**src/rtl/uart_tx_fifo.sv**
```systemverilog
// UART transmitter with a small request FIFO: edge-triggered byte requests are
// queued and serialised back-to-back (start, LSB-first data, optional parity, stop).
module uart_tx_fifo #(
   parameter int unsigned CLK_DIV    = 16,
   parameter int unsigned DATA_W     = 8,
   parameter int unsigned PARITY     = 0,
   parameter int unsigned STOP_BITS  = 1,
   parameter int unsigned FIFO_DEPTH = 4
) (
   input  logic              clk,
   input  logic              rst,
   input  logic              order,
   input  logic [DATA_W-1:0] data,
   output logic              sgn,
   output logic              out,
   output logic              full,
   output logic              err
);

   localparam int unsigned BAUD_W = (CLK_DIV > 1) ? $clog2(CLK_DIV) : 1;
   localparam int unsigned BIT_W  = $clog2(DATA_W);
   localparam int unsigned PTR_W  = $clog2(FIFO_DEPTH);
   localparam int unsigned CNT_W  = PTR_W + 1;

   localparam logic [2:0] S_IDLE  = 3'd0;
   localparam logic [2:0] S_START = 3'd1;
   localparam logic [2:0] S_DATA  = 3'd2;
   localparam logic [2:0] S_PAR   = 3'd3;
   localparam logic [2:0] S_STOP  = 3'd4;

   logic [2:0]        state_q, state_d;
   logic [BAUD_W-1:0] baud_q, baud_d;
   logic [BIT_W-1:0]  bit_q, bit_d;
   logic [DATA_W-1:0] shift_q, shift_d;
   logic              par_q, par_d;
   logic [DATA_W-1:0] mem_q [FIFO_DEPTH];
   logic [DATA_W-1:0] mem_d [FIFO_DEPTH];
   logic [PTR_W-1:0]  wr_ptr_q, wr_ptr_d;
   logic [PTR_W-1:0]  rd_ptr_q, rd_ptr_d;
   logic [CNT_W-1:0]  count_q, count_d;
   logic              order_q, order_d;
   logic              full_q, full_d;
   logic              err_q, err_d;
   logic              out_q, out_d;
   logic              sgn_q, sgn_d;
   logic              line_busy_q, line_busy_d;

   logic push, pop, baud_last;

   // FSM next state, FIFO bookkeeping and registered outputs
   always_comb begin
      state_d     = state_q;
      baud_d      = baud_q;
      bit_d       = bit_q;
      shift_d     = shift_q;
      par_d       = par_q;
      mem_d       = mem_q;
      wr_ptr_d    = wr_ptr_q;
      rd_ptr_d    = rd_ptr_q;
      order_d     = order;
      err_d       = 1'b0;
      push        = 1'b0;
      pop         = 1'b0;
      baud_last   = (baud_q == BAUD_W'(CLK_DIV - 1));

      if (order && !order_q) begin
         if (!full_q) push = 1'b1;
         else         err_d = 1'b1;
      end

      baud_d = baud_last ? '0 : baud_q + BAUD_W'(1);

      case (state_q)
         S_IDLE: begin
            baud_d = '0;
            bit_d  = '0;
            if (count_q != '0) begin
               pop     = 1'b1;
               state_d = S_START;
            end
         end
         S_START: begin
            if (baud_last) begin
               bit_d   = '0;
               state_d = S_DATA;
            end
         end
         S_DATA: begin
            if (baud_last) begin
               shift_d = shift_q >> 1;
               if (bit_q == BIT_W'(DATA_W - 1)) begin
                  bit_d   = '0;
                  state_d = (PARITY != 0) ? S_PAR : S_STOP;
               end else begin
                  bit_d = bit_q + BIT_W'(1);
               end
            end
         end
         S_PAR: begin
            if (baud_last) begin
               bit_d   = '0;
               state_d = S_STOP;
            end
         end
         S_STOP: begin
            if (baud_last) begin
               if (bit_q == BIT_W'(STOP_BITS - 1)) begin
                  bit_d = '0;
                  if (count_q != '0) begin
                     pop     = 1'b1;
                     state_d = S_START;
                  end else begin
                     state_d = S_IDLE;
                  end
               end else begin
                  bit_d = bit_q + BIT_W'(1);
               end
            end
         end
         default: begin
            state_d = S_IDLE;
            baud_d  = '0;
            bit_d   = '0;
         end
      endcase

      // Parity is captured with the payload so the PAR state needs no shift history
      if (pop) begin
         shift_d  = mem_q[rd_ptr_q];
         par_d    = (^mem_q[rd_ptr_q]) ^ (PARITY == 1);
         rd_ptr_d = rd_ptr_q + PTR_W'(1);
      end
      if (push) begin
         mem_d[wr_ptr_q] = data;
         wr_ptr_d        = wr_ptr_q + PTR_W'(1);
      end

      count_d = count_q + CNT_W'(push) - CNT_W'(pop);
      full_d  = (count_d == CNT_W'(FIFO_DEPTH));

      case (state_q)
         S_START: out_d = 1'b0;
         S_DATA:  out_d = shift_q[0];
         S_PAR:   out_d = par_q;
         default: out_d = 1'b1;
      endcase

      // line_busy tracks the output stage so busy covers the last stop bit on the pin
      line_busy_d = (state_q != S_IDLE);
      sgn_d       = (count_q != '0) || (state_q != S_IDLE) || line_busy_q;
   end

   always_ff @(posedge clk or negedge rst) begin
      if (!rst) begin
         state_q     <= S_IDLE;
         baud_q      <= '0;
         bit_q       <= '0;
         shift_q     <= '0;
         par_q       <= 1'b0;
         for (int i = 0; i < int'(FIFO_DEPTH); i++) mem_q[i] <= '0;
         wr_ptr_q    <= '0;
         rd_ptr_q    <= '0;
         count_q     <= '0;
         order_q     <= 1'b1;
         full_q      <= 1'b0;
         err_q       <= 1'b0;
         out_q       <= 1'b1;
         sgn_q       <= 1'b0;
         line_busy_q <= 1'b0;
      end else begin
         state_q     <= state_d;
         baud_q      <= baud_d;
         bit_q       <= bit_d;
         shift_q     <= shift_d;
         par_q       <= par_d;
         mem_q       <= mem_d;
         wr_ptr_q    <= wr_ptr_d;
         rd_ptr_q    <= rd_ptr_d;
         count_q     <= count_d;
         order_q     <= order_d;
         full_q      <= full_d;
         err_q       <= err_d;
         out_q       <= out_d;
         sgn_q       <= sgn_d;
         line_busy_q <= line_busy_d;
      end
   end

   assign sgn  = sgn_q;
   assign out  = out_q;
   assign full = full_q;
   assign err  = err_q;

endmodule

```
**config.mk**
```make
export PLATFORM = sky130hd
export DESIGN_NAME = uart_tx_fifo
export DESIGN_NICKNAME = d
export VERILOG_FILES = /design/src/rtl/uart_tx_fifo.sv
export SDC_FILE = /design/constraint.sdc
export NUM_CORES = 1
export LEC_CHECK = 0
export CAP_MARGIN = 10
export CORE_MARGIN = 2
export CORE_UTILIZATION = 41
export DETAILED_ROUTE_END_ITERATION = 8
export DONT_BUFFER_PORTS = 1
export PLACE_DENSITY_LB_ADDON = 0.15
export SLEW_MARGIN = 20
export SYNTH_ARGS = -nofsm -noshare
export SYNTH_HDL_FRONTEND = slang
export SYNTH_SLANG_ARGS = --single-unit
```
**constraint.sdc**
```tcl
create_clock -name clk -period 2.8 [get_ports clk]
set_input_delay 0.56 -clock clk [delete_from_list [all_inputs] [get_ports clk]]
set_output_delay 0.56 -clock clk [all_outputs]
set_load 0.1 [all_outputs]
```
==> reports/metrics.cfg <==
[worst_setup_path]
r2r_cells=9
cp-end-kind=flop
critPathSlowestCell=fa_1
cp_cell_sequence=ha_1 > nand3_1 > o21ai_0 > nand3_1 > or2_2 > fa_1 > xnor2_1 > xnor2_1 > nor3b_1
cp_max_fo=4
critPathLaunchType=flop
critPathKind=flop to flop
required_ps=3040
worstReg2RegStart=baud_q[0]$_DFF_PN0_
arrival_ps=2770
cp_slowest_stage_delay_ps=410
startpoint=baud_q[0]$_DFF_PN0_
reg2reg_setup_slack_ps=270
rr_endpoint=full$_DFF_PN0_

[global_route]
overflow=0
grt.total_usage_pct=15.0
grt_start_max_net_pins=63
antenna_found_initial=0
grt_pass1_wl_mm=8.63
grt_pass1_vias=1749

[route]
wl_mm=4.98
ant_nets=0
dr.pass1.iters=4
drtIter0Drc=71
routedWlPerCell_um=15.1
drc_errors=0
num_vias=1636
routed_via_density=4.96

[synthesis]
avgSynthCellArea_um2=13.1
ys_seq_area_share_pct=54.3
yosysTopAreaCell=dfrtp_1
synth_nets=247
synth_cell_type_count=36
netlist_top_cells_area=dfrtp_1 53%, mux2_2 12%, mux4_2 6.1%
syn_inst=226
synth-seq-cells=64
synth_top_area_share_pct=52.5
ys_warn_count=0
syn_area_um2=2950

[placed_design]
dpl-instance-area_um2=3030
dpl.hpwl_mm=3.25
portBuffers=0
gp_congestion=0.823

[floorplan]
coreArea_um2=6870
num_rows=30
dieArea_um2=7900
num_io_pins=15
die_y_um=88.9
die_w_um=88.9
start_util_pct=43.0

[sta]
tightest_slew_ps=863
rsz0062_at_grt=no
tns_ps=0
period_minus_slack_ps=2530
fmax_mhz=395
period_share_pct=90.4
skew_ps=8.59
relSlewSlack_pct=42.5
hold_viol_final=0
timing.hold.ws_ps=63.1
drv_slew=0
setup_violations=0

[power_and_ir_drop]
p_comb_share_pct=38.9
seqPwrFrac_pct=40.7
p_sw_share_pct=33.9
power_switching_mw=1.44
pwr-share-clk_pct=20.4
powerDensity_nw_per_um2=1300
leakagePower_nw=1.46
vdd_drop_max_mv=0.494
internal_power_mw=2.82

[clock_network]
cts_tree=done
cts_root_buf=clkbuf_8
clock-sinks=64
cts_resized=0
h-tree-depth=3
clock_latency_ps=330
clk_path_buf_depth=2
cts-buffers-inserted=9
clk_pin_slew_worst_paths_ps=60

[min_path]
min_path_type=input pin to async pin

[layout]
n_antenna_cell=0
drive_gt1_share_pct=26.9
syn2layout_area_growth_pct=11.1
fin_area_um2=3280
final_nets=251

[job]
cap_violations=0

[run_status]
status=finished, final reports clean

-- synth_stat cells --
library cell  number
o21ai_1            1
or2_2              1
nand2b_1           3
mux2_2            32
o31ai_1            1
fa_1               1
a2bb2oi_1          1
and2_1             4
dfrtp_1           62
nor2b_1            1
xor2_1             2
nor3b_1            1
a311o_1            1
clkbuf_8           1
and3b_1            1
o221ai_1           1
a21oi_1            7
and3_1             4
buf_6              1
dfstp_2            2
inv_1             10
buf_2              6
clkbuf_1           3
nor2_1            10
buf_1              1
o41ai_1            1
nor3b_2            1
ha_1               9
nand4_1            1
o21ai_0           12
or3_1              4
nand2_1            6
nand3_1            8
mux2i_1            6
mux4_2             8
xnor2_1           12
-- power groups by stage --
stage          clock (mW)  sequential, mW  combinational [mW]
3_3_place_gp            0            1.75                1.64
6_report            0.871            1.73                1.66
2_1_floorplan           0            1.63                1.48
5_1_grt             0.947            1.80                1.86
4_1_cts             0.898            1.74                1.68
3_5_place_dp            0            1.75                1.65
-- kinds of logic (layout without fill, tap and decap cells) --
family / Yosys count / after routing / synth area share, %
compound gates: 25 / 25 / 4.87
xor+xnor: 14 / 14 / 4.15
flops: 64 / 64 / 54.3
buf+inv: 22 / 30 / 3.64
mux: 46 / 46 / 20.3
simple gates: 45 / 45 / 8.18
fa+ha+maj: 10 / 10 / 4.49
-- layer usage --
| layer | vias up | global-route usage (%) | routed length (µm) |
|---|---|---|---|
| met3 | 8 | 5.97 | 212 |
| met2 | 18 | 22.4 | 2340 |
| met1 | 816 | 19.5 | 2340 |
| met5 | - | 0 | 0 |
| li1 | 794 | - | - |
| met4 | 0 | 6.06 | 84 |
-- per-stage QoR --
stage / power [mW] / std cells / setup slack, ps / util [%]
6_report: 4.26 / 330 / 269 / 47.8
2_1_floorplan: 3.11 / 226 / 224 / -
3_3_place_gp: 3.39 / 314 / 380 / 44.2
3_5_place_dp: 3.41 / 314 / 321 / 44.2
5_1_grt: 4.61 / 330 / 86.6 / 47.8
4_1_cts: 4.32 / 330 / 272 / 47.8
-- critical path: cells and delay by family, from the launching register on --
| kind | cells | cell delay [ps] |
|---|---|---|
| AND/OR/NAND/NOR | 4 | 880 |
| flip-flops | 1 | 360 |
| adder cells (fa/ha/maj) | 2 | 600 |
| AO/OA/AOI/OAI | 1 | 280 |
| XOR/XNOR | 2 | 330 |
-- flip-flops by register name, indices dropped and copies added (netlist names) --
register and flops:
shift_q 8, line_busy_q 1, full 1, err 1, par_q 1, count_q 3, mem_q 32, sgn 1
baud_q 4, wr_ptr_q 2, bit_q 3, out 1, rd_ptr_q 2, order_q 1, state_q 3
-- layout by cell type, fill, tap and decap left out, drive strengths merged, types with 3 or more instances in the layout --
cell type,netlist,routed
a21oi,7,7
and2,4,4
and3,4,4
buf,8,5
clkbuf,4,12
dfrtp,62,62
ha,9,9
inv,10,10
mux2,32,32
mux2i,6,6
mux4,8,8
nand2,6,6
nand2b,3,3
nand3,8,8
nor2,10,10
o21ai,13,13
or3,4,4
xnor2,12,12
-- timing repair --
action / CTS / global route
hold endpoints to repair: 62 / 0
setup buffers: 0 / 0
hold buffers: 1 / 0
-- area by class of cell --
cell class                      instances  area (µm²)
Timing Repair Buffer                    5        57.6
Clock inverter                          3        65.1
Tap cell                               96         120
Clock buffer                           12         155
Sequential cell                        64        1600
Fill cell                             624        3590
Multi-Input combinational cell        140        1240
Inverter                               10        37.5
-- how the worst max path moves through the flow --
stage	cells past startpoint	slack, ps	to
6_report	9	270	full$_DFF_PN0_
5_1_grt	9	90	full$_DFF_PN0_
4_1_cts	9	270	full$_DFF_PN0_
3_5_place_dp	9	320	full$_DFF_PN0_
3_3_place_gp	9	380	full$_DFF_PN0_
2_1_floorplan	8	220	full$_DFF_PN0_
(Power assumes the default switching activity.)
